## config.mk

```make
export PLATFORM = sky130hd
export DESIGN_NAME = irq_ctrl
export DESIGN_NICKNAME = d
export VERILOG_FILES = /design/src/rtl/irq_ctrl.sv
export SDC_FILE = /design/constraint.sdc
export NUM_CORES = 1
export LEC_CHECK = 0
export ABC_AREA = 1
export ABC_CLOCK_PERIOD_IN_PS = 1500
export CAP_MARGIN = 10
export CORE_MARGIN = 5
export CORE_UTILIZATION = 40
export CTS_CLUSTER_SIZE = 10
export DETAILED_ROUTE_END_ITERATION = 10
export GPL_TIMING_DRIVEN = 0
export PLACE_DENSITY = 0.88
export SYNTH_ARGS = -nofsm -noshare
export SYNTH_HDL_FRONTEND = slang
export SYNTH_SLANG_ARGS = --single-unit
```

## constraint.sdc

```tcl
create_clock -name clk -period 1.5 [get_ports clk]
set_clock_uncertainty 0.1 [all_clocks]
set_input_delay 0.3 -clock clk [delete_from_list [all_inputs] [get_ports clk]]
set_output_delay 0.3 -clock clk [all_outputs]
set_load 0.05 [all_outputs]
```

## src/rtl/irq_ctrl.sv

```systemverilog
// Priority interrupt controller: edge capture into PENDING, ENABLE masking, req/ack/eoi handshake.
// Define IRQ_CTRL_SYNC_EN to add a two-flop synchronizer on every src bit (latency 2 -> 4 cycles).
module irq_ctrl #(
  parameter int NUM_SRC = 8,
  localparam int ID_W = (NUM_SRC > 1) ? $clog2(NUM_SRC) : 1
) (
  input  logic               clk,
  input  logic               rst,
  input  logic [NUM_SRC-1:0] src,
  output logic               irq_req,
  output logic [ID_W-1:0]    irq_id,
  input  logic               irq_ack,
  input  logic               eoi,
  output logic               in_service,
  input  logic               reg_we,
  input  logic [1:0]         reg_addr,
  input  logic [31:0]        reg_wdata,
  output logic [31:0]        reg_rdata
);

  typedef enum logic [1:0] {IDLE, REQ, SERVICE} state_t;

  state_t             state_q, state_d;
  logic [ID_W-1:0]    id_q, id_d;
  logic [NUM_SRC-1:0] src_s, src_q;
  logic [NUM_SRC-1:0] pending_q, pending_d;
  logic [NUM_SRC-1:0] enable_q, enable_d;
  logic [NUM_SRC-1:0] edge_v, elig, clr;
  logic [ID_W-1:0]    cand;

`ifdef IRQ_CTRL_SYNC_EN
  logic [NUM_SRC-1:0] sync1_q, sync2_q;
  always_ff @(posedge clk or posedge rst) begin
    if (rst) begin
      sync1_q <= '0;
      sync2_q <= '0;
    end else begin
      sync1_q <= src;
      sync2_q <= sync1_q;
    end
  end
  assign src_s = sync2_q;
`else
  assign src_s = src;
`endif

  generate
    if (NUM_SRC < 32) begin : g_unused
      logic unused_wdata;
      assign unused_wdata = ^reg_wdata[31:NUM_SRC];
    end
  endgenerate

  always_comb begin
    edge_v   = src_s & ~src_q;
    elig     = pending_q & enable_q;
    cand     = '0;
    // Descending scan so the lowest set index is the one that sticks.
    for (int i = NUM_SRC - 1; i >= 0; i--) begin
      if (elig[i]) cand = ID_W'(i);
    end
    enable_d = enable_q;
    clr      = '0;
    state_d  = state_q;
    id_d     = id_q;
    if (reg_we && reg_addr == 2'd0) enable_d = reg_wdata[NUM_SRC-1:0];
    if (reg_we && reg_addr == 2'd1) clr = reg_wdata[NUM_SRC-1:0];
    case (state_q)
      IDLE: begin
        if (|elig) begin
          id_d    = cand;
          state_d = REQ;
        end
      end
      REQ: begin
        // Ack beats withdrawal when both happen in the same cycle.
        if (irq_ack) begin
          clr[id_q] = 1'b1;
          state_d   = SERVICE;
        end else if (!elig[id_q]) begin
          state_d = IDLE;
        end
      end
      SERVICE: begin
        if (eoi) state_d = IDLE;
      end
      default: state_d = IDLE;
    endcase
    // A new edge overrides any clear of the same bit.
    pending_d = (pending_q & ~clr) | edge_v;
  end

  always_ff @(posedge clk or posedge rst) begin
    if (rst) begin
      state_q   <= IDLE;
      id_q      <= '0;
      src_q     <= '0;
      pending_q <= '0;
      enable_q  <= '0;
    end else begin
      state_q   <= state_d;
      id_q      <= id_d;
      src_q     <= src_s;
      pending_q <= pending_d;
      enable_q  <= enable_d;
    end
  end

  assign irq_req    = (state_q == REQ);
  assign in_service = (state_q == SERVICE);
  assign irq_id     = id_q;

  always_comb begin
    reg_rdata = '0;
    case (reg_addr)
      2'd0: reg_rdata[NUM_SRC-1:0] = enable_q;
      2'd1: reg_rdata[NUM_SRC-1:0] = pending_q;
      2'd2: begin
        reg_rdata[31]       = in_service;
        reg_rdata[30]       = irq_req;
        reg_rdata[ID_W-1:0] = id_q;
      end
      default: reg_rdata = '0;
    endcase
  end

endmodule

```

== Yosys cells after proc, flatten, opt, wreduce, memory -nomap -nowiden ==
Cells that the tools add are included.
Storage, ports and cells
  register bits: 29
  bits of input ports: 47
  output and inout port bits: 37
Cells by class
  order comparisons: 2
  equality and inequality tests: 7
  multiplexer cells: 23
  bitwise logic cells: 7
  reduce and logical (&&, ||, !) cells: 8
Operator list (count)
  $and A8 B8 Y8: 3
  $mux W3: 8
  $mux W8: 3
  $not A8 Y8: 2
  $or A8 B8 Y8: 2
  $mux W2: 5
  $pmux W5 S2: 1
  $pmux W3 S3: 1
  $reduce_or A8 Y1: 1
  $pmux W2 S3: 1
  $eq A2 B1 Y1 const B: 2
  $eq A2 B2 Y1 const B: 2
  $logic_not A2 Y1: 2
  $lt A3 B4 Y1 const B: 1
  $ne A2 B2 Y1 const B: 2
  $bmux W1 S3: 1
  $demux W1 S3: 1
  $ge A3 B1 Y1 const B: 1
  $logic_and A1 B1 Y1: 3
  $ne A3 B3 Y1 const B: 1
  $reduce_and A3 Y1: 1
  $mux W1: 2
  $reduce_and A2 Y1: 1

== Depth between registers and ports, before layout ==
  depth in word-level cells: 10
  gate-level depth with buffers: 10
  depth with buffers taken out: 10

== Worst setup path after synthesis ==
No wires, ideal clock.
  path type: flip-flop to output port
  start point: reg state_q[1]
  end point: out reg_rdata[30]
  arrival: 1977 ps
  data required time: 1100 ps
  setup slack: -877 ps
  cell stages (with the launch flop): 4
  path through: dfrtp_1 -> nor2_1 -> inv_1 -> nor2_1
Between the ends
  cells in the longest elaborated chain, start to end: 2
Ends and longest elaborated chain
  start, declared: line 23  | state_t state_q, state_d;
  start signal, assigned: line 101  | state_q <= state_d;
  $eq A2 B1 Y1: line 109  | assign irq_req = (state_q == REQ);
  via irq_req: line 10  | output logic irq_req,
  $mux W2: line 115  | case (reg_addr)
  end, declared: line 18  | output logic [31:0] reg_rdata
The timed path passes the listed nets, and every way through them passes these cells.

== Worst setup path after layout ==
  start point: reg state_q[0]
  end point: out reg_rdata[30]
Between the ends
  cells in the longest elaborated chain, start to end: 2
Ends and longest elaborated chain (line)
  $eq A2 B1 Y1: 109
  $mux W2: 115
No other way between the ends.

==> flow_summary.yaml <==
status:
  status: "finished with violations"
  failed_checks: "setup timing"
global_routing:
  grt_max_degree: 30
  antenna_found_initial: 0
  grt_pass1_wl_mm: 6.61
  gr-total-overflow: 0
  grt_pass1_vias: 1444
  grt.total_usage_pct: 15.8
yosys:
  netlist_instances: 209
  synthDistinctLibCells: 23
  synth_warnings: 0
  seq_area_frac_synth_pct: 44.2
  ys_seq_elements: 29
  avgSynthCellArea_um2: 7.85
  synth_area_mm2: 0.00164
power:
  power_leakage_nw: 1.26
  ir_drop_mv: 0.776
  fin_total_pwr_mw: 3.83
  p_per_area_mw_per_mm2: 1580
worst_setup_path:
  required_ps: 1100
  crit_path_start_kind: "flop"
  worstPathMaxFanout: 3
  critPathArrivalTime_ps: 1180
  endpoint_kind: "output pin"
  cp_slowest_cell: "dfrtp_1"
  crit_path_cell_trace: "inv_2 -> nor2_4 -> inv_2 -> nor2_2 -> buf_6"
  critical_path_class: "flop to output pin"
  worst_path_largest_cell_delay_ps: 420
  cpMostUsedCell: "inv_2"
routing:
  avgViaCountPerCell: 4.74
  wl_per_cell_um: 12.9
  dr.first_iter.drc_count: 146
  num_vias: 1608
  dr.pass1.iters: 4
  finalWirelength_mm: 4.36
  drt_drc_violations_left: 0
  antenna_left: 0
floorplanning:
  die_area_mm2: 0.00548
  io_pins: 84
  initial_utilization_pct: 41.0
  die_y_um: 74.1
  die_x_um: 74.1
  design.core.area_mm2: 0.00400
  rows: 23
clock_network:
  cts_made_buffers: 5
  cts_buffer_depth: 2
  h-tree-depth: 2
  clockRootBuffer: "clkbuf_8"
  clk-insertion-delay-late_ps: 280
  clkTransAtPathRegs_ps: 70
  tritoncts: "built"
  clock-sinks: 29
timing:
  rsz0062_at_grt: "yes"
  final-hold-violation-count: 0
  worst_pin_slew_ps: 623
  post-route-period-util_pct: 105
  finalSetupViolations: 5
  max_freq_mhz: 633
  fin_hold_ws_ps: 325
  slew_violations: 0
  finalWorstSetupSlack_ps: -79.8
  min_period_ps: 1580
  slew_headroom_pct: 58.4
place:
  routabilityCongestion: 0.898
  port_buffers: 37
  dpl.hpwl_mm: 3.05
  placedCellCount: 317
  place_area_mm2: 0.00219
cells_and_area:
  nets: 335
  design_area_mm2: 0.00242
  final_util_pct: 60.6
  layout-area-overhead-vs-synth_pct: 47.6
  fin_cells: 339
  diodes: 0
  drive_above_1_share_pct: 33.6
flow_run:
  drv_cap: 0
min_path:
  min_path_type: "flop to flop"
==> sequential cells by signal, summed over array words and instances, names as in the netlist <==
name	count
state_q	2
enable_q	8
irq_id	3
pending_q	8
src_q	8
==> kinds of logic (layout without fill, tap and decap cells) <==
| group | count (synthesis) | after routing | share of synthesized area, % |
|---|---|---|---|
| buf+inv | 53 | 112 | 17.6 |
| mux | 5 | 5 | 4.34 |
| flops | 29 | 29 | 44.2 |
| compound gates | 25 | 25 | 9.60 |
| other cells | 1 | 22 | 0.228 |
| simple gates | 96 | 96 | 24.0 |
==> cell usage in the layout (no fill, tap or decap) <==
cell and count:
clkinv_1 1, clkinvlp_4 1, clkdlybuf4s15_2 2, mux2_4 4, mux2_2 1, dfrtp_1 26, clkinv_2 1, nand2_4 1
buf_2 1, o21a_1 1, a22o_1 2, a21oi_1 3, nor2_2 2, buf_6 9, o21ai_2 3, inv_1 16
nand2_1 58, inv_2 9, o22ai_1 9, buf_4 42, dfrtp_2 3, clkdlybuf4s50_1 20, o21ai_0 3, conb_1 22
nor3_1 9, clkbuf_8 7, o211ai_1 3, nand3_1 3, inv_4 3, nor2_4 5, nand4_1 2, a31o_2 1
nand3b_1 1, nand2_2 2, nor2_1 13
==> routing by layer <==
metal  share of wire, %  track usage, %  up-vias
met5                  0               0        -
met4                2.0            5.43        0
met3                9.5            4.32       11
met2                 50            26.6       73
met1                 39            19.7      740
li1                   -               -      784
==> where the power goes <==
group          leakage [nW]  internal, mW  switching [mW]  total, mW
Clock                0.0542         0.414           0.295      0.709
Combinational         0.881         0.730            1.24       1.97
Sequential            0.323         0.965           0.186       1.15
Total                  1.26          2.11            1.72       3.83
==> through the flow <==
step                setup WS (ps)  TNS (ps)
floorplan                    -362     -1260
global placement            -1170    -21690
detailed placement          -1180    -23570
CTS                         -90.6      -347
global route                 -138      -629
finish                      -79.8      -258
==> area by class of cell <==
cell class | instances | area, um^2
multi-input cells | 148 | 762
flip-flops and latches | 29 | 729
well taps | 50 | 62.6
inverters | 30 | 124
clock buffers | 7 | 96.3
plain buffers | 23 | 176
clock inverters | 1 | 5.00
repair buffers | 51 | 468
fillers | 351 | 1580
==> synth_stat cells <==
cell type,number,area (um^2)
nand4_1,2,12.5
clkinv_1,1,3.75
mux2_4,4,60.1
nor2_1,19,71.3
a22o_1,2,17.5
o21ai_0,6,30.0
conb_1,1,3.75
buf_4,22,165
dfrtp_1,29,726
o211ai_1,3,22.5
o22ai_1,9,56.3
inv_1,29,109
buf_6,1,11.3
mux2_2,1,11.3
nand2_2,1,6.26
a31o_2,1,8.76
nor3_1,9,45.0
a21oi_1,3,15.0
nand3b_1,1,7.51
nor2_4,1,11.3
nand3_1,3,15.0
o21a_1,1,7.51
nand2_1,60,225
==> path summary, 6_finish.rpt <==
path / start / endpoint / slack, ps / depth (start not counted)
min: src_q[5]$_DFF_PP0_ / pending_q[5]$_DFF_PP0_ / 330 / 1
max reg2reg: state_q[0]$_DFFE_PP0P_ / pending_q[0]$_DFF_PP0_ / 100 / 6
max: state_q[0]$_DFFE_PP0P_ / reg_rdata[30] / -80 / 5
min reg2reg: src_q[5]$_DFF_PP0_ / pending_q[5]$_DFF_PP0_ / 330 / 1
max in group asynchronous: rst / irq_id[2]$_DFFE_PP0P_ / 570 / 2
min in group asynchronous: rst / pending_q[4]$_DFF_PP0_ / 350 / 2
==> critical path, delay by kind of cell (launching register included) <==
kind	cells	cell delay, ps
flops	1	420
simple gates	2	200
buf+inv	3	270
==> timing repair <==
item                                    4_1_cts  5_1_grt
pin swaps                                    10        7
buffers inserted                              9        5
gates resized for setup                     103       17
hold endpoints to repair                      0        0
hold buffers                                  0        0
endpoints found under the setup margin       30       12
No activity file was read; power rests on OpenSTA's default activity.
